## config.mk

```make
export PLATFORM = sky130hd
export DESIGN_NAME = seg7_scan_reader
export DESIGN_NICKNAME = d
export VERILOG_FILES = /design/src/rtl/seg7_scan_reader.sv
export SDC_FILE = /design/constraint.sdc
export NUM_CORES = 1
export LEC_CHECK = 0
export CORE_UTILIZATION = 45
export CTS_CLUSTER_DIAMETER = 60
export DETAILED_ROUTE_END_ITERATION = 8
export PLACE_DENSITY = 0.68
export SLEW_MARGIN = 10
export SYNTH_ARGS = -nofsm -noshare
export SYNTH_HDL_FRONTEND = slang
export SYNTH_SLANG_ARGS = --single-unit
```

## constraint.sdc

```tcl
create_clock -name clk -period 4.45 [get_ports clk]
set_input_delay 0.445 -clock clk [delete_from_list [all_inputs] [get_ports clk]]
set_output_delay 0.445 -clock clk [all_outputs]
set_load 0.05 [all_outputs]
```

## src/rtl/seg7_scan_reader.sv

```systemverilog
// seg7_scan_reader
// Watches a multiplexed, active-low seven-segment bus (seg + an) and rebuilds
// the hex nibble shown on each digit. A digit is captured once its {an, seg}
// sample has been stable for STABLE_CYCLES consecutive samples.
// Optional build macro: SEG7_READER_STICKY_ERR_EN makes pat_err sticky until
// reset and adds the err_any output (OR of pat_err).
//
// state   | meaning
// --------+-----------------------------------------------------------
// IDLE    | no qualified (one-hot-low an) sample being tracked
// COUNT   | qualified sample seen, counting identical repeats
// HELD    | current sample already captured, wait for it to change
module seg7_scan_reader #(
  parameter int NUM_DIGITS    = 4,
  parameter int STABLE_CYCLES = 4
) (
  input  logic                    clk,
  input  logic                    rst_n,
  input  logic [6:0]              seg,
  input  logic [NUM_DIGITS-1:0]   an,
  output logic [4*NUM_DIGITS-1:0] hex_out,
  output logic [NUM_DIGITS-1:0]   digit_valid,
  output logic [NUM_DIGITS-1:0]   pat_err,
  output logic                    capture_pulse,
`ifdef SEG7_READER_STICKY_ERR_EN
  output logic                    err_any,
`endif
  output logic [2:0]              capture_idx
);

  localparam logic [1:0] ST_IDLE  = 2'd0;
  localparam logic [1:0] ST_COUNT = 2'd1;
  localparam logic [1:0] ST_HELD  = 2'd2;

  localparam logic [7:0] CNT_LAST = 8'(STABLE_CYCLES - 1);

  logic [NUM_DIGITS-1:0] an_s, an_p;
  logic [6:0]            seg_s, seg_p;
  logic [1:0]            state;
  logic [7:0]            cnt;

  logic       changed;
  logic       qual;
  logic [3:0] low_cnt;
  logic [2:0] idx;
  logic       hit;
  logic [3:0] nib;
  logic       blank;
  logic       cap_now;

  // Input stage: current sample plus the one before it for change detection.
  always_ff @(posedge clk) begin
    if (!rst_n) begin
      an_s  <= '1;
      seg_s <= 7'h7F;
      an_p  <= '1;
      seg_p <= 7'h7F;
    end else begin
      an_s  <= an;
      seg_s <= seg;
      an_p  <= an_s;
      seg_p <= seg_s;
    end
  end

  // Qualification: exactly one digit select low; remember which one.
  always_comb begin
    low_cnt = 4'd0;
    idx     = 3'd0;
    for (int i = 0; i < NUM_DIGITS; i++) begin
      if (!an_s[i]) begin
        low_cnt = low_cnt + 4'd1;
        idx     = i[2:0];
      end
    end
    qual    = (low_cnt == 4'd1);
    changed = (an_s != an_p) || (seg_s != seg_p);
  end

  // Reverse segment map; anything outside the 16 glyphs is a miss.
  always_comb begin
    hit = 1'b1;
    nib = 4'h0;
    case (seg_s)
      7'b0000001: nib = 4'h0;
      7'b1001111: nib = 4'h1;
      7'b0010010: nib = 4'h2;
      7'b0000110: nib = 4'h3;
      7'b1001100: nib = 4'h4;
      7'b0100100: nib = 4'h5;
      7'b0100000: nib = 4'h6;
      7'b0001111: nib = 4'h7;
      7'b0000000: nib = 4'h8;
      7'b0001100: nib = 4'h9;
      7'b0001000: nib = 4'hA;
      7'b1100000: nib = 4'hB;
      7'b0110001: nib = 4'hC;
      7'b1000010: nib = 4'hD;
      7'b0110000: nib = 4'hE;
      7'b0111000: nib = 4'hF;
      default:    hit = 1'b0;
    endcase
    blank = (seg_s == 7'h7F);
  end

  // The last repeat that brings the count to STABLE_CYCLES is the capture.
  assign cap_now = (state == ST_COUNT) && !changed && (cnt == CNT_LAST);

  // Stability FSM; count saturates because HELD never increments it.
  always_ff @(posedge clk) begin
    if (!rst_n) begin
      state <= ST_IDLE;
      cnt   <= 8'd0;
    end else begin
      case (state)
        ST_IDLE: begin
          if (qual) begin
            state <= ST_COUNT;
            cnt   <= 8'd1;
          end
        end
        ST_COUNT: begin
          if (changed) begin
            state <= qual ? ST_COUNT : ST_IDLE;
            cnt   <= qual ? 8'd1 : 8'd0;
          end else begin
            cnt <= cnt + 8'd1;
            if (cap_now) state <= ST_HELD;
          end
        end
        ST_HELD: begin
          if (changed) begin
            state <= qual ? ST_COUNT : ST_IDLE;
            cnt   <= qual ? 8'd1 : 8'd0;
          end
        end
        default: begin
          state <= ST_IDLE;
          cnt   <= 8'd0;
        end
      endcase
    end
  end

  // Per-digit result registers and capture strobe.
  always_ff @(posedge clk) begin
    if (!rst_n) begin
      hex_out       <= '0;
      digit_valid   <= '0;
      pat_err       <= '0;
      capture_pulse <= 1'b0;
      capture_idx   <= 3'd0;
    end else begin
      capture_pulse <= cap_now;
      if (cap_now) capture_idx <= idx;
      for (int i = 0; i < NUM_DIGITS; i++) begin
        if (cap_now && (idx == i[2:0])) begin
          if (hit) begin
            hex_out[4*i +: 4] <= nib;
            digit_valid[i]    <= 1'b1;
`ifndef SEG7_READER_STICKY_ERR_EN
            pat_err[i]        <= 1'b0;
`endif
          end else if (blank) begin
            digit_valid[i]    <= 1'b0;
`ifndef SEG7_READER_STICKY_ERR_EN
            pat_err[i]        <= 1'b0;
`endif
          end else begin
            pat_err[i]        <= 1'b1;
          end
        end
      end
    end
  end

`ifdef SEG7_READER_STICKY_ERR_EN
  assign err_any = |pat_err;
`endif

endmodule

```

==> results.yml <==
run_status:
  status: "finished clean"
yosys:
  postSynthAreaPerCell_um2: 8.626
  synth_largest_area_cell: "dfxtp_1"
  yosys_warnings: 0
  synth_most_common_cell: "dfxtp_1"
  netlist_top_cells_area: "dfxtp_1 41%, nand2b_1 6.1%, xnor2_1 6.1%, nand2_1 4.2%, a21oi_1 3.7%"
  yosys-top-cells-count: "59 x dfxtp_1, 32 x nand2_1, 28 x nand2b_1, 21 x a21oi_1, 20 x xnor2_1"
  synth_flop_cell: "dfxtp_1"
  synth_cell_type_count: 52
  yosysSeqAreaShare_pct: 41.24
  synth-seq-cells: 59
  synth_fp_nets: 349
  synth_edf_count: 0
  synthArstFlopShare_pct: 0
  postSynthCellCount: 332
  synth_top_area_share_pct: 41.24
  synth_area_um2: 2864
setup_path:
  crit_chain: "inv_1 > ha_1 > xnor2_1 > ha_1 > nor2_1 > mux4_2 > a31oi_1 > a21boi_0 > xnor2_1 > nor2_1"
  worstPathRequired_ps: 4660
  critPathCaptureType: "flop"
  critPathArrivalTime_ps: 3200
  path_class: "reg -> reg"
  crit_path_start_kind: "flop"
  cp-startpoint: "an_s[1]$_SDFF_PN1_"
  cp_max_fo: 7
  worstReg2RegStart: "an_s[1]$_SDFF_PN1_"
  cp_slowest_stage_delay_ps: 490
  slowest_stage: "a31oi_1"
power_and_ir_drop:
  power_density_nw_per_um2: 340.8
  leakagePower_nw: 1.218
  irDropWorstVdd_mv: 0.2311
  p_total_mw: 1.191
routing:
  top_layer_used: "met4"
  initialDrtViolationCount: 144
  wl_met3_um: 287
  routedWlPerCell_um: 13.75
  ant_nets: 0
  route.detailed.drc: 0
  m1WireLength_um: 2816
  wl_met2_um: 2898
  drt_wl_total_um: 6093
  route.vias.total: 2421
  via_per_inst: 5.465
  first_pass_iters: 4
timing:
  maxSlewViolCount: 0
  fmax_ghz: 0.3340
  fin_crit_ps: 2994
  setup_viol: 0
  tns_ps: 0
  slew_headroom_pct: 39.89
  post-route-period-util_pct: 67.28
  tightest_slew_ps: 894.0
  rsz0062_at_grt: "false"
  timing.clock.skew_ps: 4.213
  hold_viol_final: 0
cts:
  cts_setup_buffers: 0
  numCtsBuffers: 9
  cts.path.max_buffers: 2
  hold_buffers: 0
  cts_resized: 0
  cts_max_level: 3
  clock_latency_ps: 340
  clock_sinks: 59
  clk_pin_slew_ps: 60
  cts_tree: "done"
  cts-root-buf: "clkbuf_8"
global_routing:
  grt_overflow_total: 0
  antenna_found_initial: 0
  grt_max_degree: 45
  grt_pass1_wl_um: 10400
  grt_usage_pct: 20.91
  first_global_vias: 2243
die:
  initial_core_util_pct: 47.53
  io_pins: 41
  dieArea_um2: 6687
  core_area_um2: 6026
  num_rows: 28
  die_w_um: 81.78
  die_y_um: 81.78
hold_path:
  min_from: "hex_out[5]$_SDFFE_PN0P_"
  hold_path.class: "reg -> reg"
final_layout:
  drive_above_1_share_pct: 8.696
  areaGrowthSynthToFinish_pct: 22.06
  insertedDiodeCount: 0
  nNetsFinal: 381
placed_design:
  gp_congestion: 0.7985
  port_buffers: 39
  hpwlAfterDp_um: 4283
job:
  drv_cap: 0
## flip-flops by register name, indices dropped and copies added, names as in the netlist, 4 cells and up
name,count
hex_out,16
pat_err,4
an_s,4
seg_s,7
an_p,4
digit_valid,4
cnt,8
seg_p,7
## metal layers
layer  vias up  GRT usage, %
li1       1220             -
met1      1134         26.58
met2        56         32.98
met3        11         7.111
met4         0         7.018
met5         -             0
## report_power, final
group | total, mW | leakage [nW] | internal [mW] | switching [mW]
Combinational | 0.111 | 0.628 | 0.0522 | 0.0590
Sequential | 0.564 | 0.481 | 0.541 | 0.0231
Clock | 0.515 | 0.109 | 0.317 | 0.199
## per-stage QoR
stage	utilization (%)	hold slack (ps)	cells	setup slack (ps)	instance area [um2]
2_1_floorplan	-	467.8	332	1754	2864
3_3_place_gp	54.48	436.6	428	1525	3283
3_5_place_dp	54.48	438.3	428	1447	3283
4_1_cts	58.02	450.5	443	1452	3496
5_1_grt	58.02	468.0	443	1207	3496
6_report	58.02	449.0	443	1456	3496
## cell type report
class | instances | area, um2
timing repair buffer | 41 | 405.4
clock inverter | 1 | 30.03
clock buffer | 14 | 182.7
inverter | 8 | 30.03
multi-input combinational | 245 | 1573
tap | 75 | 93.84
fill | 553 | 2530
sequential | 59 | 1181
## worst max-delay path, delay by kind of cell (launching register included)
kind | cells | cell delay (ps)
xor+xnor | 2 | 350
mux | 1 | 460
buf+inv | 1 | 150
fa+ha+maj | 2 | 670
simple gates | 2 | 90
compound gates | 2 | 700
flops | 1 | 430
## placed cells by master (no fill, tap or decap), types with 2 or more instances in the layout
master / netlist / layout
a211oi_1: 3 / 3
a21oi_1: 21 / 21
a31oi_1: 3 / 3
and2_1: 5 / 5
and3_1: 2 / 2
and4_1: 3 / 3
and4b_1: 2 / 2
buf_4: 1 / 2
clkbuf_8: 0 / 13
clkdlybuf4s50_1: 0 / 39
dfxtp_1: 59 / 59
ha_1: 4 / 4
inv_1: 8 / 8
mux2i_1: 8 / 8
nand2_1: 32 / 32
nand2b_1: 28 / 28
nand3_1: 11 / 11
nand3b_1: 5 / 5
nand4_1: 6 / 6
nor2_1: 18 / 18
nor2b_1: 4 / 4
nor3_1: 7 / 7
nor3b_1: 2 / 2
nor4_1: 4 / 4
o211ai_1: 6 / 6
o21a_1: 3 / 3
o21ai_0: 15 / 15
o22ai_1: 4 / 4
o31ai_1: 3 / 3
or2_2: 3 / 3
or3b_2: 3 / 3
or4_4: 2 / 2
xnor2_1: 20 / 20
## cells by family (layout without fill, tap and decap cells)
family	after synthesis	in the layout	synth area share (%)
buffers and inverters	28	64	3.844
adder cells (fa/ha/maj)	5	5	2.097
XOR/XNOR	20	20	6.116
other	1	1	0.1309
flip-flops	59	59	41.24
AND/OR/NAND/NOR	145	145	29.36
multiplexers	9	9	3.582
AO/OA/AOI/OAI	65	65	13.63
## path summary, 6_finish.rpt
check	end	cells after the start	slack, ps
max	cnt[2]$_SDFFE_PN0P_	10	1460
max reg2reg	cnt[2]$_SDFFE_PN0P_	10	1460
min	hex_out[5]$_SDFFE_PN0P_	2	450
min reg2reg	hex_out[5]$_SDFFE_PN0P_	2	450
Note: power is estimated with default switching activity, not from simulation.
